==> config.mk <==
export PLATFORM = sky130hd
export DESIGN_NAME = mac_tx_arbiter
export DESIGN_NICKNAME = d
export VERILOG_FILES = /design/src/rtl/mpu_eth_pkg.sv /design/src/rtl/sat_counter.sv /design/src/rtl/mac_tx_arbiter.sv
export SDC_FILE = /design/constraint.sdc
export NUM_CORES = 1
export LEC_CHECK = 0
export BUFFER_PORTS_ARGS = -buffer_cell sky130_fd_sc_hd__buf_4
export CAP_MARGIN = 15
export CORE_ASPECT_RATIO = 0.7
export CORE_MARGIN = 2
export CORE_UTILIZATION = 37
export CTS_CLUSTER_SIZE = 10
export DETAILED_ROUTE_END_ITERATION = 8
export GPL_TIMING_DRIVEN = 0
export PLACE_DENSITY_LB_ADDON = 0.12
export SYNTH_ARGS = -nofsm -noshare
export SYNTH_HDL_FRONTEND = slang
export SYNTH_HIERARCHICAL = 1
export SYNTH_SLANG_ARGS = --single-unit
==> constraint.sdc <==
create_clock -name clk_clk -period 2.1 [get_ports clk_clk]
set_input_delay 0.315 -clock clk_clk [delete_from_list [all_inputs] [get_ports clk_clk]]
set_output_delay 0.315 -clock clk_clk [all_outputs]
set_load 0.01 [all_outputs]
==> src/rtl/mpu_eth_pkg.sv <==
// Shared types for the MPU Ethernet transmit path: arbiter states and the
// Avalon-ST beat layout used between the MPU datapath and the MAC.
package mpu_eth_pkg;

    localparam int ETH_DATA_W = 32;

    typedef enum logic {
        ARB_IDLE,
        ARB_BUSY
    } arb_state_t;

    typedef struct packed {
        logic [ETH_DATA_W-1:0] data;
        logic                  sop;
        logic                  eop;
        logic [1:0]            empty;
        logic                  error;
    } st_beat_t;

endpackage

==> src/rtl/sat_counter.sv <==
// Statistics counter that adds 0, 1 or 2 per cycle and sticks at all-ones.
module sat_counter #(
    parameter int CNT_W = 16
) (
    input  logic             clk,
    input  logic             rst_n,
    input  logic [1:0]       inc,
    output logic [CNT_W-1:0] cnt
);

    localparam logic [CNT_W:0] MAX = {1'b0, {CNT_W{1'b1}}};

    // One extra bit so a +2 near the top cannot wrap before the compare.
    logic [CNT_W:0] sum;
    assign sum = {1'b0, cnt} + {{(CNT_W-1){1'b0}}, inc};

    // NOTE: sequential state uses <= so every flop samples pre-edge values.
    always_ff @(posedge clk or negedge rst_n) begin
        if (!rst_n)
            cnt <= '0;
        else if (sum > MAX)
            cnt <= '1;
        else
            cnt <= sum[CNT_W-1:0];
    end

endmodule

==> src/rtl/mac_tx_arbiter.sv <==
// Packet-granular round-robin arbiter sharing the MAC transmit Avalon-ST port
// between the MPU result stream (src0) and the control/status stream (src1).
module mac_tx_arbiter
    import mpu_eth_pkg::*;
#(
    parameter int CNT_W      = 16,
    parameter bit FAIR_START = 1'b0
) (
    input  logic                  clk_clk,
    input  logic                  reset_reset_n,
    input  logic [ETH_DATA_W-1:0] src0_data,
    input  logic                  src0_valid,
    output logic                  src0_ready,
    input  logic                  src0_startofpacket,
    input  logic                  src0_endofpacket,
    input  logic [1:0]            src0_empty,
    input  logic                  src0_error,
    input  logic [ETH_DATA_W-1:0] src1_data,
    input  logic                  src1_valid,
    output logic                  src1_ready,
    input  logic                  src1_startofpacket,
    input  logic                  src1_endofpacket,
    input  logic [1:0]            src1_empty,
    input  logic                  src1_error,
    output logic [ETH_DATA_W-1:0] transmit_data,
    output logic                  transmit_valid,
    input  logic                  transmit_ready,
    output logic                  transmit_startofpacket,
    output logic                  transmit_endofpacket,
    output logic [1:0]            transmit_empty,
    output logic                  transmit_error,
    output logic                  tx_mac_misc_connection_ff_tx_crc_fwd,
    input  logic                  tx_mac_misc_connection_ff_tx_a_full,
    output logic [CNT_W-1:0]      pkt_cnt0,
    output logic [CNT_W-1:0]      pkt_cnt1,
    output logic [CNT_W-1:0]      orphan_cnt
);

    arb_state_t state, state_nxt;
    logic       grant, grant_nxt;
    logic       last_grant, last_grant_nxt;
    st_beat_t   beat0, beat1, sel_beat, tx_beat;
    logic       sel_valid;
    logic       req0, req1;
    logic [1:0] orphan_inc, pkt_inc0, pkt_inc1;

    assign beat0 = '{data: src0_data, sop: src0_startofpacket, eop: src0_endofpacket,
                     empty: src0_empty, error: src0_error};
    assign beat1 = '{data: src1_data, sop: src1_startofpacket, eop: src1_endofpacket,
                     empty: src1_empty, error: src1_error};

    assign sel_beat  = grant ? beat1 : beat0;
    assign sel_valid = grant ? src1_valid : src0_valid;
    assign req0      = src0_valid && src0_startofpacket;
    assign req1      = src1_valid && src1_startofpacket;

    always_ff @(posedge clk_clk or negedge reset_reset_n) begin
        if (!reset_reset_n) begin
            state      <= ARB_IDLE;
            grant      <= 1'b0;
            last_grant <= ~FAIR_START;
        end else begin
            state      <= state_nxt;
            grant      <= grant_nxt;
            last_grant <= last_grant_nxt;
        end
    end

    // NOTE: every always_comb output gets a default first, so no path infers a latch.
    always_comb begin
        state_nxt      = state;
        grant_nxt      = grant;
        last_grant_nxt = last_grant;
        tx_beat        = '0;
        transmit_valid = 1'b0;
        src0_ready     = 1'b0;
        src1_ready     = 1'b0;
        orphan_inc     = 2'd0;
        pkt_inc0       = 2'd0;
        pkt_inc1       = 2'd0;
        case (state)
            ARB_IDLE: begin
                // Orphans are swallowed here; reset gating keeps ready low while held in reset.
                src0_ready = reset_reset_n && src0_valid && !src0_startofpacket;
                src1_ready = reset_reset_n && src1_valid && !src1_startofpacket;
                orphan_inc = {1'b0, src0_ready} + {1'b0, src1_ready};
                if (!tx_mac_misc_connection_ff_tx_a_full && (req0 || req1)) begin
                    state_nxt = ARB_BUSY;
                    grant_nxt = (req0 && req1) ? ~last_grant : req1;
                end
            end
            ARB_BUSY: begin
                tx_beat        = sel_beat;
                transmit_valid = sel_valid;
                if (grant)
                    src1_ready = transmit_ready;
                else
                    src0_ready = transmit_ready;
                if (sel_valid && transmit_ready && sel_beat.eop) begin
                    state_nxt      = ARB_IDLE;
                    last_grant_nxt = grant;
                    pkt_inc0       = {1'b0, ~grant};
                    pkt_inc1       = {1'b0, grant};
                end
            end
            default: state_nxt = ARB_IDLE;
        endcase
    end

    assign transmit_data                        = tx_beat.data;
    assign transmit_startofpacket               = tx_beat.sop;
    assign transmit_endofpacket                 = tx_beat.eop;
    assign transmit_empty                       = tx_beat.empty;
    assign transmit_error                       = tx_beat.error;
    assign tx_mac_misc_connection_ff_tx_crc_fwd = 1'b0;

    sat_counter #(.CNT_W(CNT_W)) u_pkt_cnt0 (
        .clk(clk_clk), .rst_n(reset_reset_n), .inc(pkt_inc0), .cnt(pkt_cnt0));
    sat_counter #(.CNT_W(CNT_W)) u_pkt_cnt1 (
        .clk(clk_clk), .rst_n(reset_reset_n), .inc(pkt_inc1), .cnt(pkt_cnt1));
    sat_counter #(.CNT_W(CNT_W)) u_orphan_cnt (
        .clk(clk_clk), .rst_n(reset_reset_n), .inc(orphan_inc), .cnt(orphan_cnt));

endmodule

==> results of run 1 <==
[repair_timing]
item,4_1_cts,5_1_grt
setup buffers,29,8
hold buffers,3,0
endpoints found under the hold margin,50,0
gates resized for setup,46,26
endpoints found under the setup margin,48,43
pin swaps,18,17
gates cloned,3,0
[registers in the layout, indices dropped and copies added (netlist names)]
name,cells
u_pkt_cnt1/cnt,16
state,1
last_grant,1
u_orphan_cnt/cnt,16
grant,1
u_pkt_cnt0/cnt,16
[final timing paths]
| path | startpoint | cells after the start | end |
|---|---|---|---|
| worst min register to register | last_grant | 2 | last_grant |
| worst min-delay path | reset_reset_n | 2 | u_orphan_cnt/cnt[14] |
| min in group clk_clk | tx_mac_misc_connection_ff_tx_a_full | 2 | state |
| worst max-delay path | grant | 10 | u_pkt_cnt1/cnt[14] |
| worst max register to register | grant | 10 | u_pkt_cnt1/cnt[14] |
| max in group asynchronous | reset_reset_n | 2 | u_pkt_cnt1/cnt[3] |
[critical path, stage by stage, from the launching register on]
cell,delay [ns]
dfrtp_1,0.34
buf_6,0.12
buf_6,0.10
inv_2,0.05
nor3_4,0.17
ha_2,0.23
fa_2,0.22
nand4_1,0.11
or3_4,0.44
nor2_4,0.10
mux2_4,0.30
[metrics by stage]
stage	setup TNS (ns)	hold WS [ns]	utilization	cell area [um^2]	worst slack, ns
floorplan	-0.329	0.0194	-	3460	-0.157
global placement	-22.28	0.429	0.543	4870	-0.954
detailed placement	-23.63	0.433	0.543	4870	-1.01
CTS	-1.72	0.0668	0.614	5500	-0.198
finish	-1.35	0.0616	0.633	5670	-0.183
global route	-5.22	0.0704	0.633	5670	-0.261
[area by class of cell]
cell class	count	area [um^2]	area share
Sequential cell	51	1280	0.226
Clock buffer	6	129	0.0227
Clock inverter	2	12.5	0.00221
Timing Repair Buffer	210	1720	0.303
Multi-Input combinational cell	281	2220	0.392
Inverter	2	7.51	0.00132
Tap cell	124	155	0.0274
Buffer	13	148	0.0260
[cell families after synthesis]
logic type / count (synthesis) / synth area share
XOR/XNOR: 18 / 0.0465
multiplexers: 45 / 0.137
adder cells (fa/ha/maj): 10 / 0.0436
other: 1 / 0.00111
flip-flops: 51 / 0.377
AND/OR/NAND/NOR: 164 / 0.277
buffers and inverters: 16 / 0.0428
AO/OA/AOI/OAI: 39 / 0.0750
[routing by layer]
metal | GRT usage | wire, um
met2 | 0.345 | 5100
met4 | 0.0563 | 183
met1 | 0.280 | 4860
met3 | 0.0471 | 592
met5 | 0 | 0
[power by group through the flow]
stage                     Combinational, W  Sequential (W)  Clock, W
final                              0.00308         0.00154  0.000799
after detailed placement           0.00275         0.00154         0
after global placement             0.00271         0.00154         0
after global routing               0.00333         0.00158  0.000873
after floorplan                    0.00149         0.00158         0
after CTS                          0.00297         0.00153  0.000826
[placed cells by master (no fill, tap or decap), types with 9 or more instances in the layout]
master,n
nand3_2,11
nand2_2,9
nor2_1,40
mux2i_1,38
buf_6,22
nand3_1,9
nand2_1,27
dfrtp_1,49
buf_4,193
xnor2_1,16
==> results.py, run 1 <==
metrics = {
    "power": {
        "p_per_area_nw_per_um2": 956,
        "seqPwrFrac": 0.284,
        "p_leak_nw": 2.83,
        "power_frac_clock": 0.148,
        "swShare": 0.388,
        "p_switching_w": 0.00210,
        "intPower_w": 0.00332,
        "power_w": 0.00542,
        "comb_power_share": 0.569,
        "peakVddDrop_mv": 0.655,
    },
    "global_routing": {
        "grt_overflow": 0,
        "grt_pass1_wl_mm": 16.8,
        "grt_pass1_vias": 3286,
        "antenna_found_initial": 0,
        "grt_max_degree": 27,
        "grt_usage": 0.210,
    },
    "yosys": {
        "synthArstFlopShare": 1.00,
        "synth-seq-cells": 51,
        "synth_cells": 344,
        "yosysMostFrequentCell": "dfrtp_1",
        "synth_edf_count": 0,
        "yosys_warnings": 6,
        "synth_area_leaders": "dfrtp_1 (37%), mux2i_1 (11%), nor2_1 (5.1%), nand2_1 (4.2%), xnor2_1 (4.1%)",
        "synth_area_leader_cell": "dfrtp_1",
        "postSynthAreaPerCell_um2": 9.85,
        "synth_ff_type": "dfrtp_1",
        "syn_area_um2": 3390,
        "ys_top_cells_by_count": "dfrtp_1 (50), nor2_1 (46), mux2i_1 (38), nand2_1 (38), xnor2_1 (16)",
        "ys_seq_area_frac": 0.377,
        "yosys.area.top_type_share": 0.369,
        "ys_types": 51,
    },
    "clock_tree": {
        "cts-root-buf": "clkbuf_16",
        "cts_tree": "built",
        "cts_buffers": 5,
        "clk_pin_slew_ns": 0.07,
        "clockBufferDepth": 2,
        "clock_latency_ns": 0.29,
        "h-tree-depth": 2,
        "clock_sinks": 51,
    },
    "timing": {
        "finClkSkew_ns": 0.00568,
        "maxSlewHeadroom": 0.605,
        "drv_slew": 0,
        "fin_ws_ns": -0.183,
        "max_freq_mhz": 438,
        "hold_viol_final": 0,
        "tightest_slew_ns": 0.591,
        "setup_viol": 27,
        "timing.final.crit_share": 1.09,
        "min_period_ns": 2.28,
        "rsz0062_at_grt": "yes",
    },
    "finish": {
        "fin_cells": 689,
        "drive_gt1_frac": 0.524,
        "n_antenna_cell": 0,
        "syn_to_final_growth_pct": 67.3,
        "fill_cells": 762,
        "fin_nets": 654,
    },
    "placement": {
        "dp_cells": 639,
        "port_buffers": 167,
        "gp_congestion": 0.824,
        "dpl.hpwl_mm": 7.40,
    },
    "floorplanning": {
        "core_um2": 8960,
        "dieWidth_um": 118,
        "die-area_um2": 9950,
        "initial_core_util": 0.378,
        "num_io_pins": 169,
        "chipHeight_um": 84.1,
        "std_cell_rows": 29,
    },
    "routing": {
        "viasPerCell": 4.99,
        "route.detailed.drc": 0,
        "routedWlPerCell_um": 15.6,
        "drt_first_pass_iters": 6,
        "final_antenna_net_count": 0,
        "routed_wl_mm": 10.7,
        "routed-via-count": 3440,
        "drtIter0Drc": 96,
    },
    "critical_path": {
        "end_kind": "flip-flop",
        "crit_type": "flip-flop to flip-flop",
        "crit_arrival_ns": 2.46,
        "startpoint_type": "flip-flop",
        "crit_path_max_fanout": 4,
        "reg2reg_slack_ns": -0.18,
        "crit_required_ns": 2.28,
    },
    "run": {
        "cap_violations": 0,
    },
    "outcome": {
        "status": "finished, violations left",
        "failed_checks": "setup timing",
    },
    "hold_path": {
        "holdCritPathClass": "input pin to async pin",
    },
}
Note: power is estimated with default switching activity, not from simulation.
==> inputs of run 2 (changes only) <==
PLACE_DENSITY = 0.77   (was not set)
PLACE_DENSITY_LB_ADDON = not set   (was 0.12)
==> run 2 against run 1 <==
  * The flow still finishes with violations (setup timing)
  * Die area did not move
  * Sequential power hardly changed
  * Cell area up 0.82%
  * Clock-buffer cell count is the same
  * Utilization increased by 0.52 points
  * Clock power grew 19%
  * Final cell count shrank 0.15%
  * Critical path depth up 1
  * Power is 5.2% higher
  * Setup slack got worse by 0.13 ns
  * First-iteration DRC count increased by 100%
  * Critical path type unchanged
==> results.py, run 2 (same netlist as run 1, synthesis figures left out) <==
metrics = {
    "floorplanning": {
        "num_io_pins": 169,
        "std_cell_rows": 29,
        "chipHeight_um": 84.1,
        "core_um2": 8960,
        "initial_core_util": 0.378,
        "dieWidth_um": 118,
        "die-area_um2": 9950,
    },
    "routing": {
        "routed-via-count": 3485,
        "routed_wl_mm": 10.9,
        "route.detailed.drc": 0,
        "routedWlPerCell_um": 15.9,
        "drt_first_pass_iters": 4,
        "drtIter0Drc": 195,
        "final_antenna_net_count": 0,
        "viasPerCell": 5.07,
    },
    "critical_path": {
        "end_kind": "flip-flop",
        "worstPathCellList": "buf_6, buf_6, inv_4, nor3_4, ha_2, fa_2, nand4_1, or3_4, buf_6, o211ai_1, o21a_1",
        "worstRegToRegCells": 11,
        "crit_arrival_ns": 2.64,
        "cp.depth": 11,
        "r2r_end": "u_pkt_cnt1/cnt[9]",
        "worstReg2RegStart": "grant",
        "cp_top_family": "simple AND/OR/NAND/NOR gates",
        "crit_start": "grant",
        "cpPeakStageDelay_ns": 0.47,
        "reg2reg_slack_ns": -0.31,
        "crit_type": "flip-flop to flip-flop",
        "cpMaxStageDelayCell": "or3_4",
        "crit_path_max_fanout": 4,
        "startpoint_type": "flip-flop",
        "crit_required_ns": 2.33,
        "crit_end": "u_pkt_cnt1/cnt[9]",
        "crit_top_cell": "buf_6",
        "cp_num_buf_inv": 4,
    },
    "global_routing": {
        "grt_max_degree": 27,
        "antenna_found_initial": 0,
        "grt_overflow": 0,
        "grt_pass1_vias": 3375,
        "grt_pass1_wl_mm": 16.9,
        "grt_usage": 0.212,
    },
    "timing": {
        "fin_ws_ns": -0.309,
        "rsz0062_at_grt": "yes",
        "hold_viol_final": 0,
        "drv_slew": 0,
        "min_period_ns": 2.41,
        "setup_viol": 47,
        "maxSlewHeadroom": 0.593,
        "tightest_slew_ns": 0.608,
        "finClkSkew_ns": 0.00591,
        "max_freq_mhz": 415,
        "fin_hold_ws_ns": 0.210,
        "timing.final.crit_share": 1.15,
    },
    "placement": {
        "dpl.hpwl_mm": 7.58,
        "gp_congestion": 0.834,
        "place_ws_ns": -0.952,
        "port_buffers": 167,
    },
    "outcome": {
        "status": "finished, violations left",
        "failed_checks": "setup timing",
    },
    "power": {
        "p_leak_nw": 2.85,
        "p_per_area_nw_per_um2": 997,
        "peakVddDrop_mv": 0.670,
    },
    "finish": {
        "fin_nets": 653,
        "n_antenna_cell": 0,
        "fill_cells": 737,
        "drive_gt1_frac": 0.541,
        "final_common_cell": "buf_4",
        "syn_to_final_growth_pct": 68.7,
        "mostFrequentLayoutCells": "buf_4 (193), dfrtp_1 (49), nor2_1 (39), mux2i_1 (38), nand2_1 (21)",
        "reg_top3": "u_orphan_cnt/cnt (16), u_pkt_cnt0/cnt (16), u_pkt_cnt1/cnt (16)",
    },
    "clock_tree": {
        "cts_tree": "built",
        "clockBufferDepth": 2,
        "clock_latency_ns": 0.29,
        "h-tree-depth": 2,
        "cts-root-buf": "clkbuf_16",
        "clk_pin_slew_ns": 0.07,
        "cts_buffers": 5,
        "clock_sinks": 51,
    },
    "hold_path": {
        "holdCritPathClass": "input pin to flip-flop",
    },
    "run": {
        "cap_violations": 0,
    },
}
## run 2: layer usage
layer  track usage  wire (um)  vias to the layer above
met5             0          0                        -
met4        0.0714        185                        0
met3        0.0389        328                       19
met2         0.340       5350                       79
met1         0.289       5050                     1715
li1              -          -                     1672
## run 2: worst reg2reg max path: cells and delay by family, from the launching register on
kind	cells	cell delay, ns
buffers and inverters	4	0.41
AO/OA/AOI/OAI	2	0.33
adder cells (fa/ha/maj)	2	0.44
AND/OR/NAND/NOR	3	0.82
flip-flops	1	0.34
## run 2: worst min path at each step
stage,from,to,slack (ns),cells after the start
after CTS,tx_mac_misc_connection_ff_tx_a_full,state,0.20,2
after global placement,reset_reset_n,u_orphan_cnt/cnt[1],0.42,1
after global routing,tx_mac_misc_connection_ff_tx_a_full,state,0.21,2
after floorplan,reset_reset_n,grant,0.02,0
after detailed placement,reset_reset_n,u_orphan_cnt/cnt[1],0.42,1
final,tx_mac_misc_connection_ff_tx_a_full,state,0.21,2
## run 2: what timing repair did
| action | CTS | global route |
|---|---|---|
| gates resized for setup | 53 | 34 |
| pin swaps | 22 | 15 |
| endpoints found under the setup margin | 48 | 47 |
| buffers inserted | 28 | 11 |
| hold buffers | 3 | 0 |
| gates cloned | 3 | 1 |
| hold endpoints to repair | 50 | 0 |
## run 2: power by group
group	switching, W	total [W]	internal (W)
Clock	0.000358	0.000951	0.000593
Combinational	0.00148	0.00320	0.00172
Sequential	0.000336	0.00155	0.00121
Total	0.00218	0.00570	0.00352
## run 2: layout make-up
type / instances / area [um^2] / share of cell area
inverters: 2 / 10.0 / 0.00175
flip-flops and latches: 51 / 1280 / 0.224
repair buffers: 209 / 1700 / 0.297
well taps: 124 / 155 / 0.0271
multi-input cells: 281 / 2250 / 0.393
plain buffers: 13 / 156 / 0.0274
clock buffers: 6 / 139 / 0.0243
clock inverters: 2 / 35.0 / 0.00613
## run 2: per-stage QoR
step | TNS, ns | power [W] | utilization | instances | cell area (um^2)
detailed placement | -22.84 | 0.00431 | 0.543 | 639 | 4870
finish | -5.83 | 0.00570 | 0.638 | 688 | 5720
global route | -10.55 | 0.00601 | 0.638 | 688 | 5720
floorplan | -0.329 | 0.00307 | - | 348 | 3460
CTS | -2.81 | 0.00556 | 0.619 | 680 | 5550
global placement | -21.29 | 0.00423 | 0.543 | 639 | 4870
